===== src/rtl/subleq_ctrl_pkg.sv =====
// Shared constants and state encoding for the SUBLEQ fetch/execute sequencer.
package subleq_ctrl_pkg;

   localparam int SUBLEQ_WORD_SIZE = 16;

   typedef enum logic [2:0] {
      CTRL_IDLE    = 3'd0,
      CTRL_FETCH_A = 3'd1,
      CTRL_FETCH_B = 3'd2,
      CTRL_FETCH_C = 3'd3,
      CTRL_READ_A  = 3'd4,
      CTRL_READ_B  = 3'd5,
      CTRL_WRITE_B = 3'd6,
      CTRL_HALT    = 3'd7
   } ctrl_state_e;

   // States in which a memory read request is outstanding.
   function automatic logic is_read_state(input ctrl_state_e s);
      logic rd_s;
      case (s)
         CTRL_FETCH_A, CTRL_FETCH_B, CTRL_FETCH_C,
         CTRL_READ_A, CTRL_READ_B: rd_s = 1'b1;
         default:                  rd_s = 1'b0;
      endcase
      return rd_s;
   endfunction

endpackage


===== src/rtl/subleq_alu.sv =====
// SUBLEQ arithmetic: diff = b - a (modulo 2^WORD_SIZE) and the branch condition diff <= 0.
module subleq_alu
   import subleq_ctrl_pkg::*;
#(
   parameter int WORD_SIZE = SUBLEQ_WORD_SIZE
) (
   input  logic [WORD_SIZE-1:0] a,
   input  logic [WORD_SIZE-1:0] b,
   output logic [WORD_SIZE-1:0] diff,
   output logic                 leq
);

   assign diff = b - a;
   assign leq  = diff[WORD_SIZE-1] | (diff == {WORD_SIZE{1'b0}});

endmodule


===== src/rtl/subleq_ctrl.sv =====
// SUBLEQ fetch/execute sequencer: walks A, B, C through the shared memory port,
// writes mem[B] - mem[A] back and steers the PC stage (inc, branch, halt).
module subleq_ctrl
   import subleq_ctrl_pkg::*;
#(
   parameter int                   WORD_SIZE = SUBLEQ_WORD_SIZE,
   parameter logic [WORD_SIZE-1:0] HALT_ADDR = {WORD_SIZE{1'b1}}
) (
   input  logic                 clk,
   input  logic                 areset_n,
   input  logic                 run,
   input  logic [WORD_SIZE-1:0] pc_in,
   output logic                 pc_inc,
   output logic                 pc_branch,
   output logic [WORD_SIZE-1:0] pc_addr,
   output logic [WORD_SIZE-1:0] mem_addr,
   output logic                 mem_rd,
   output logic                 mem_wr,
   output logic [WORD_SIZE-1:0] mem_wdata,
   input  logic [WORD_SIZE-1:0] mem_rdata,
   input  logic                 mem_ack,
   output logic                 instr_done,
   output logic                 halted
);

   ctrl_state_e          state_r;
   ctrl_state_e          next_state_s;
   logic [WORD_SIZE-1:0] op_a_r;
   logic [WORD_SIZE-1:0] op_b_r;
   logic [WORD_SIZE-1:0] op_c_r;
   logic [WORD_SIZE-1:0] val_a_r;
   logic [WORD_SIZE-1:0] val_b_r;
   logic [WORD_SIZE-1:0] diff_s;
   logic                 leq_s;
   logic                 pc_inc_s;
   logic                 pc_branch_s;
   logic                 instr_done_s;
   logic                 mem_rd_r;
   logic                 mem_wr_r;
   logic                 halted_r;
   logic [WORD_SIZE-1:0] mem_addr_s;

   subleq_alu #(
      .WORD_SIZE (WORD_SIZE)
   ) u_alu (
      .a    (val_a_r),
      .b    (val_b_r),
      .diff (diff_s),
      .leq  (leq_s)
   );

   // State register and registered request/halt flags derived from the next state.
   always_ff @(posedge clk) begin
      if (!areset_n) begin
         state_r  <= CTRL_IDLE;
         mem_rd_r <= 1'b0;
         mem_wr_r <= 1'b0;
         halted_r <= 1'b0;
      end else begin
         state_r  <= next_state_s;
         mem_rd_r <= is_read_state(next_state_s);
         mem_wr_r <= (next_state_s == CTRL_WRITE_B);
         halted_r <= (next_state_s == CTRL_HALT);
      end
   end

   // Next-state logic plus the single-cycle PC and retire pulses, all qualified by mem_ack.
   always_comb begin
      next_state_s = state_r;
      pc_inc_s     = 1'b0;
      pc_branch_s  = 1'b0;
      instr_done_s = 1'b0;
      case (state_r)
         CTRL_IDLE: begin
            if (run) begin
               next_state_s = CTRL_FETCH_A;
            end else begin
               next_state_s = CTRL_IDLE;
            end
         end
         CTRL_FETCH_A: begin
            if (mem_ack) begin
               pc_inc_s     = 1'b1;
               next_state_s = CTRL_FETCH_B;
            end else begin
               next_state_s = CTRL_FETCH_A;
            end
         end
         CTRL_FETCH_B: begin
            if (mem_ack) begin
               pc_inc_s     = 1'b1;
               next_state_s = CTRL_FETCH_C;
            end else begin
               next_state_s = CTRL_FETCH_B;
            end
         end
         CTRL_FETCH_C: begin
            if (mem_ack) begin
               pc_inc_s     = 1'b1;
               next_state_s = CTRL_READ_A;
            end else begin
               next_state_s = CTRL_FETCH_C;
            end
         end
         CTRL_READ_A: begin
            if (mem_ack) begin
               next_state_s = CTRL_READ_B;
            end else begin
               next_state_s = CTRL_READ_A;
            end
         end
         CTRL_READ_B: begin
            if (mem_ack) begin
               next_state_s = CTRL_WRITE_B;
            end else begin
               next_state_s = CTRL_READ_B;
            end
         end
         CTRL_WRITE_B: begin
            if (mem_ack) begin
               instr_done_s = 1'b1;
               if (leq_s && (op_c_r == HALT_ADDR)) begin
                  next_state_s = CTRL_HALT;
               end else if (leq_s) begin
                  pc_branch_s  = 1'b1;
                  next_state_s = CTRL_FETCH_A;
               end else begin
                  next_state_s = CTRL_FETCH_A;
               end
            end else begin
               next_state_s = CTRL_WRITE_B;
            end
         end
         CTRL_HALT: begin
            next_state_s = CTRL_HALT;
         end
         default: begin
            next_state_s = CTRL_IDLE;
         end
      endcase
   end

   // Operand and value capture on the acknowledged read of each step.
   always_ff @(posedge clk) begin
      if (!areset_n) begin
         op_a_r  <= {WORD_SIZE{1'b0}};
         op_b_r  <= {WORD_SIZE{1'b0}};
         op_c_r  <= {WORD_SIZE{1'b0}};
         val_a_r <= {WORD_SIZE{1'b0}};
         val_b_r <= {WORD_SIZE{1'b0}};
      end else if (mem_ack) begin
         case (state_r)
            CTRL_FETCH_A: op_a_r  <= mem_rdata;
            CTRL_FETCH_B: op_b_r  <= mem_rdata;
            CTRL_FETCH_C: op_c_r  <= mem_rdata;
            CTRL_READ_A:  val_a_r <= mem_rdata;
            CTRL_READ_B:  val_b_r <= mem_rdata;
            default:      op_a_r  <= op_a_r;
         endcase
      end else begin
         op_a_r <= op_a_r;
      end
   end

   // Address mux: fetches follow the PC stage, data accesses use latched operands.
   always_comb begin
      mem_addr_s = {WORD_SIZE{1'b0}};
      case (state_r)
         CTRL_FETCH_A, CTRL_FETCH_B, CTRL_FETCH_C: mem_addr_s = pc_in;
         CTRL_READ_A:                              mem_addr_s = op_a_r;
         CTRL_READ_B, CTRL_WRITE_B:                mem_addr_s = op_b_r;
         default:                                  mem_addr_s = {WORD_SIZE{1'b0}};
      endcase
   end

   // Pulses are masked while reset is asserted so an in-flight ack has no effect.
   assign pc_inc     = pc_inc_s & areset_n;
   assign pc_branch  = pc_branch_s & areset_n;
   assign instr_done = instr_done_s & areset_n;
   assign pc_addr    = op_c_r;
   assign mem_addr   = mem_addr_s;
   assign mem_rd     = mem_rd_r;
   assign mem_wr     = mem_wr_r;
   assign mem_wdata  = diff_s;
   assign halted     = halted_r;

endmodule

===== config.mk =====
export PLATFORM = sky130hd
export DESIGN_NAME = subleq_ctrl
export DESIGN_NICKNAME = d
export VERILOG_FILES = /design/src/rtl/subleq_ctrl_pkg.sv /design/src/rtl/subleq_alu.sv /design/src/rtl/subleq_ctrl.sv
export SDC_FILE = /design/constraint.sdc
export NUM_CORES = 1
export LEC_CHECK = 0
export CORE_MARGIN = 2
export CORE_UTILIZATION = 58
export CTS_BUF_LIST = sky130_fd_sc_hd__clkbuf_4
export CTS_CLUSTER_DIAMETER = 100
export DETAILED_ROUTE_END_ITERATION = 12
export PLACE_DENSITY = 0.88
export SYNTH_ARGS = -nofsm -noshare
export SYNTH_HDL_FRONTEND = slang
export SYNTH_SLANG_ARGS = --single-unit

===== constraint.sdc =====
create_clock -name clk -period 7.7 [get_ports clk]
set_clock_uncertainty 0.2 [all_clocks]
set_input_delay 1.54 -clock clk [delete_from_list [all_inputs] [get_ports clk]]
set_output_delay 1.54 -clock clk [all_outputs]
set_load 0.005 [all_outputs]

==> impl_results.md <==
- GPL Wtd Cong: 0.869
- Worst R2R Setup Slack: 4280 ps
- Worst hold path class: reg -> reg
- Starting Density: 0.592
- Leak: 1.98 nW
- Max Root-Sink Buffers: 2
- Max Clk Rate: 175 MHz
- Startpoint types: flip-flop
- Critical path class: reg -> out
- I/O pin total: 90
- Routed vias: 4583
- Post-layout util: 0.721
- Synthesized Nets: 664
- H-tree lvl count: 3
- PD cells: 149 mW/mm^2
- Tmin final: 5730 ps
- Top area cells in the synthesized netlist: dfxtp_1, nand2_1, a21oi_1
- Fillers: 640
- Post-synth top area share: 0.383
- Layout cells sized above 1: 0.0438
- Mapped Avg Cell Area: 7.35 um^2
- CTS sink count: 86
- Final Cycle Share: 0.744
- Main flop type after synthesis: dfxtp_1
- CP arrival: 3990 ps
- Die area: 0.00848 mm^2
- ANT nets after route: 0
- Max-slew violations: 0
- Via density: 5.82
- Final Power: 815 uW
- Vias in the first global route: 4181
- Max-cap viol count: 0
- WL/cell: 15.6 um
- Site row count: 32
- Unrepaired setup endpoints after global routing: false
- DRC viols: 0
- Largest net degree at the start of global routing: 84
- Worst Tran Pin Value: 1200 ps
- Seq cells post-synth: 86
- Nets@finish: 732
- Post-CTS Setup Bufs: 0
- Placed cell count: 771
- Ys Warns: 0
- Crit end category: primary output
- CTS Buf Count: 9
- Library cells used by synthesis: 55
- Synth async-reset ratio: 0
- VDD IR-drop max: 0.116 mV
- Final setup vio count: 0
- Pre-Repair DR Iteration Count: 5
- Final non-filler cell total: 787
- Final Hold Viols: 0
- First-pass GRT wire length: 20000 um
- Total grt overflow: 0
- Post-CTS sizing: 0
- Chip height: 92.1 um
- Post-synth EDFFs: 0
- CTS tree: yes
- Area leader, netlist: dfxtp_1
- Layout area overhead: 21.8%
- Setup TNS: 0 ps
- Root Driver: clkbuf_4
- # diodes: 0
- Initial drt markers: 359
- Initial antenna violation count: 0
- Crit path max fanout: 4
- Post-synthesis cell area: 0.00450 mm^2
- Seq/Total Area, Yosys: 0.383
- Slew margin rel.: 0.199
- Die Wd: 92.1 um
- Buffers on Ports: 89
- Status: completed
- Routed wire length: 12300 um
- Post-Synthesis Cells: 612
- Core area: 0.00761 mm^2
- Detailed placer's ending HPWL: 8860 um
- Later-pin clock latency in the skew report: 440 ps
- Worst Path Required: 5960 ps
- Post-CTS Hold Fix Bufs: 0
- Clk pin slew, worst setup/hold paths: 140 ps
- Total track usage: 0.293
==> placed cells by master, fill, tap and decap left out, drive strengths merged, types with 4 or more instances in the layout <==
cell type        n
a21oi           92
clkdlybuf4s50   89
o21ai           26
and3             4
inv             28
dfxtp           86
clkbuf          10
a21o             6
nor2            18
nand2          206
a31oi            5
nand4           10
xnor2            8
ha              15
a22o            16
nand3            6
==> critical path, cell delays in order, from the launching register on <==
cell             delay, ps
dfxtp_1                350
inv_1                   50
ha_1                   210
fa_1                   470
and2b_4                280
o2111ai_2              160
a211oi_1               430
o31ai_1                170
a2111oi_2              310
and4bb_1               310
a21oi_1                 80
nor3b_1                200
clkdlybuf4s50_1        530
==> state kept, by name (all words and copies together) (netlist names) <==
register  flops
halted        1
mem_rd        1
mem_wr        1
op_a_r       16
op_b_r       16
pc_addr      16
state_r       3
val_a_r      16
val_b_r      16
==> routing by layer <==
metal,vias up,track usage,wire length (um)
met4,0,0.0995,198
met5,-,0,0
met2,190,0.482,6070
li1,2218,-,-
met1,2157,0.390,5240
met3,18,0.0501,763
==> stage by stage <==
stage          setup WS, ps  hold WS, ps  cell area (um^2)
2_1_floorplan          3200          236              4500
3_3_place_gp           2560          242              5360
3_5_place_dp           2520          247              5360
4_1_cts                2000          265              5480
5_1_grt                1780          283              5480
6_report               1970          265              5480
==> cell families after synthesis <==
family / synth area share
DFF: 0.383
xor gates and xnor gates: 0.0214
buffers and inverters: 0.0614
muxes: 0.00445
adders and majority gates: 0.0461
AOI/OAI and AO/OA: 0.231
and+or+nand+nor: 0.253
==> cells in the mapped netlist, types with 3 or more instances <==
cell type,n
a21o_1,6
ha_1,15
a31oi_1,5
inv_1,26
xnor2_1,8
and3_1,4
a22o_1,16
dfxtp_1,86
nor2_1,18
o21ai_0,6
xor2_1,3
nand2b_1,3
nand3_1,6
nand2_1,206
nand4_1,10
buf_6,6
o21ai_1,20
and2_1,3
clkbuf_1,27
nor3_1,3
a21oi_1,90
==> area by class of cell <==
cell class                 instances  area, um^2  share of cell area
multi-input combinational        465        2500               0.456
sequential                        86        1720               0.314
timing repair buffer              92         913               0.167
tap                              102         128              0.0233
inverter                          26        97.6              0.0178
clock buffer                      10        75.1              0.0137
clock inverter                     6        45.0             0.00822
==> final timing paths <==
check / start / to / depth (start not counted)
worst min register to register: op_b_r[3]$_SDFFE_PN0P_ / op_b_r[3]$_SDFFE_PN0P_ / 2
worst max-delay path: val_b_r[0]$_SDFFE_PN0P_ / pc_branch / 12
worst min-delay path: op_b_r[3]$_SDFFE_PN0P_ / op_b_r[3]$_SDFFE_PN0P_ / 2
worst max register to register: val_b_r[0]$_SDFFE_PN0P_ / state_r[2]$_SDFF_PN0_ / 11
==> report_power, final <==
group / internal, mW / switching [mW] / total [mW]
clock network: 0.0717 / 0.159 / 0.231
logic: 0.0588 / 0.0662 / 0.125
registers: 0.453 / 0.00664 / 0.460
total: 0.584 / 0.232 / 0.815
(Power assumes the default switching activity.)
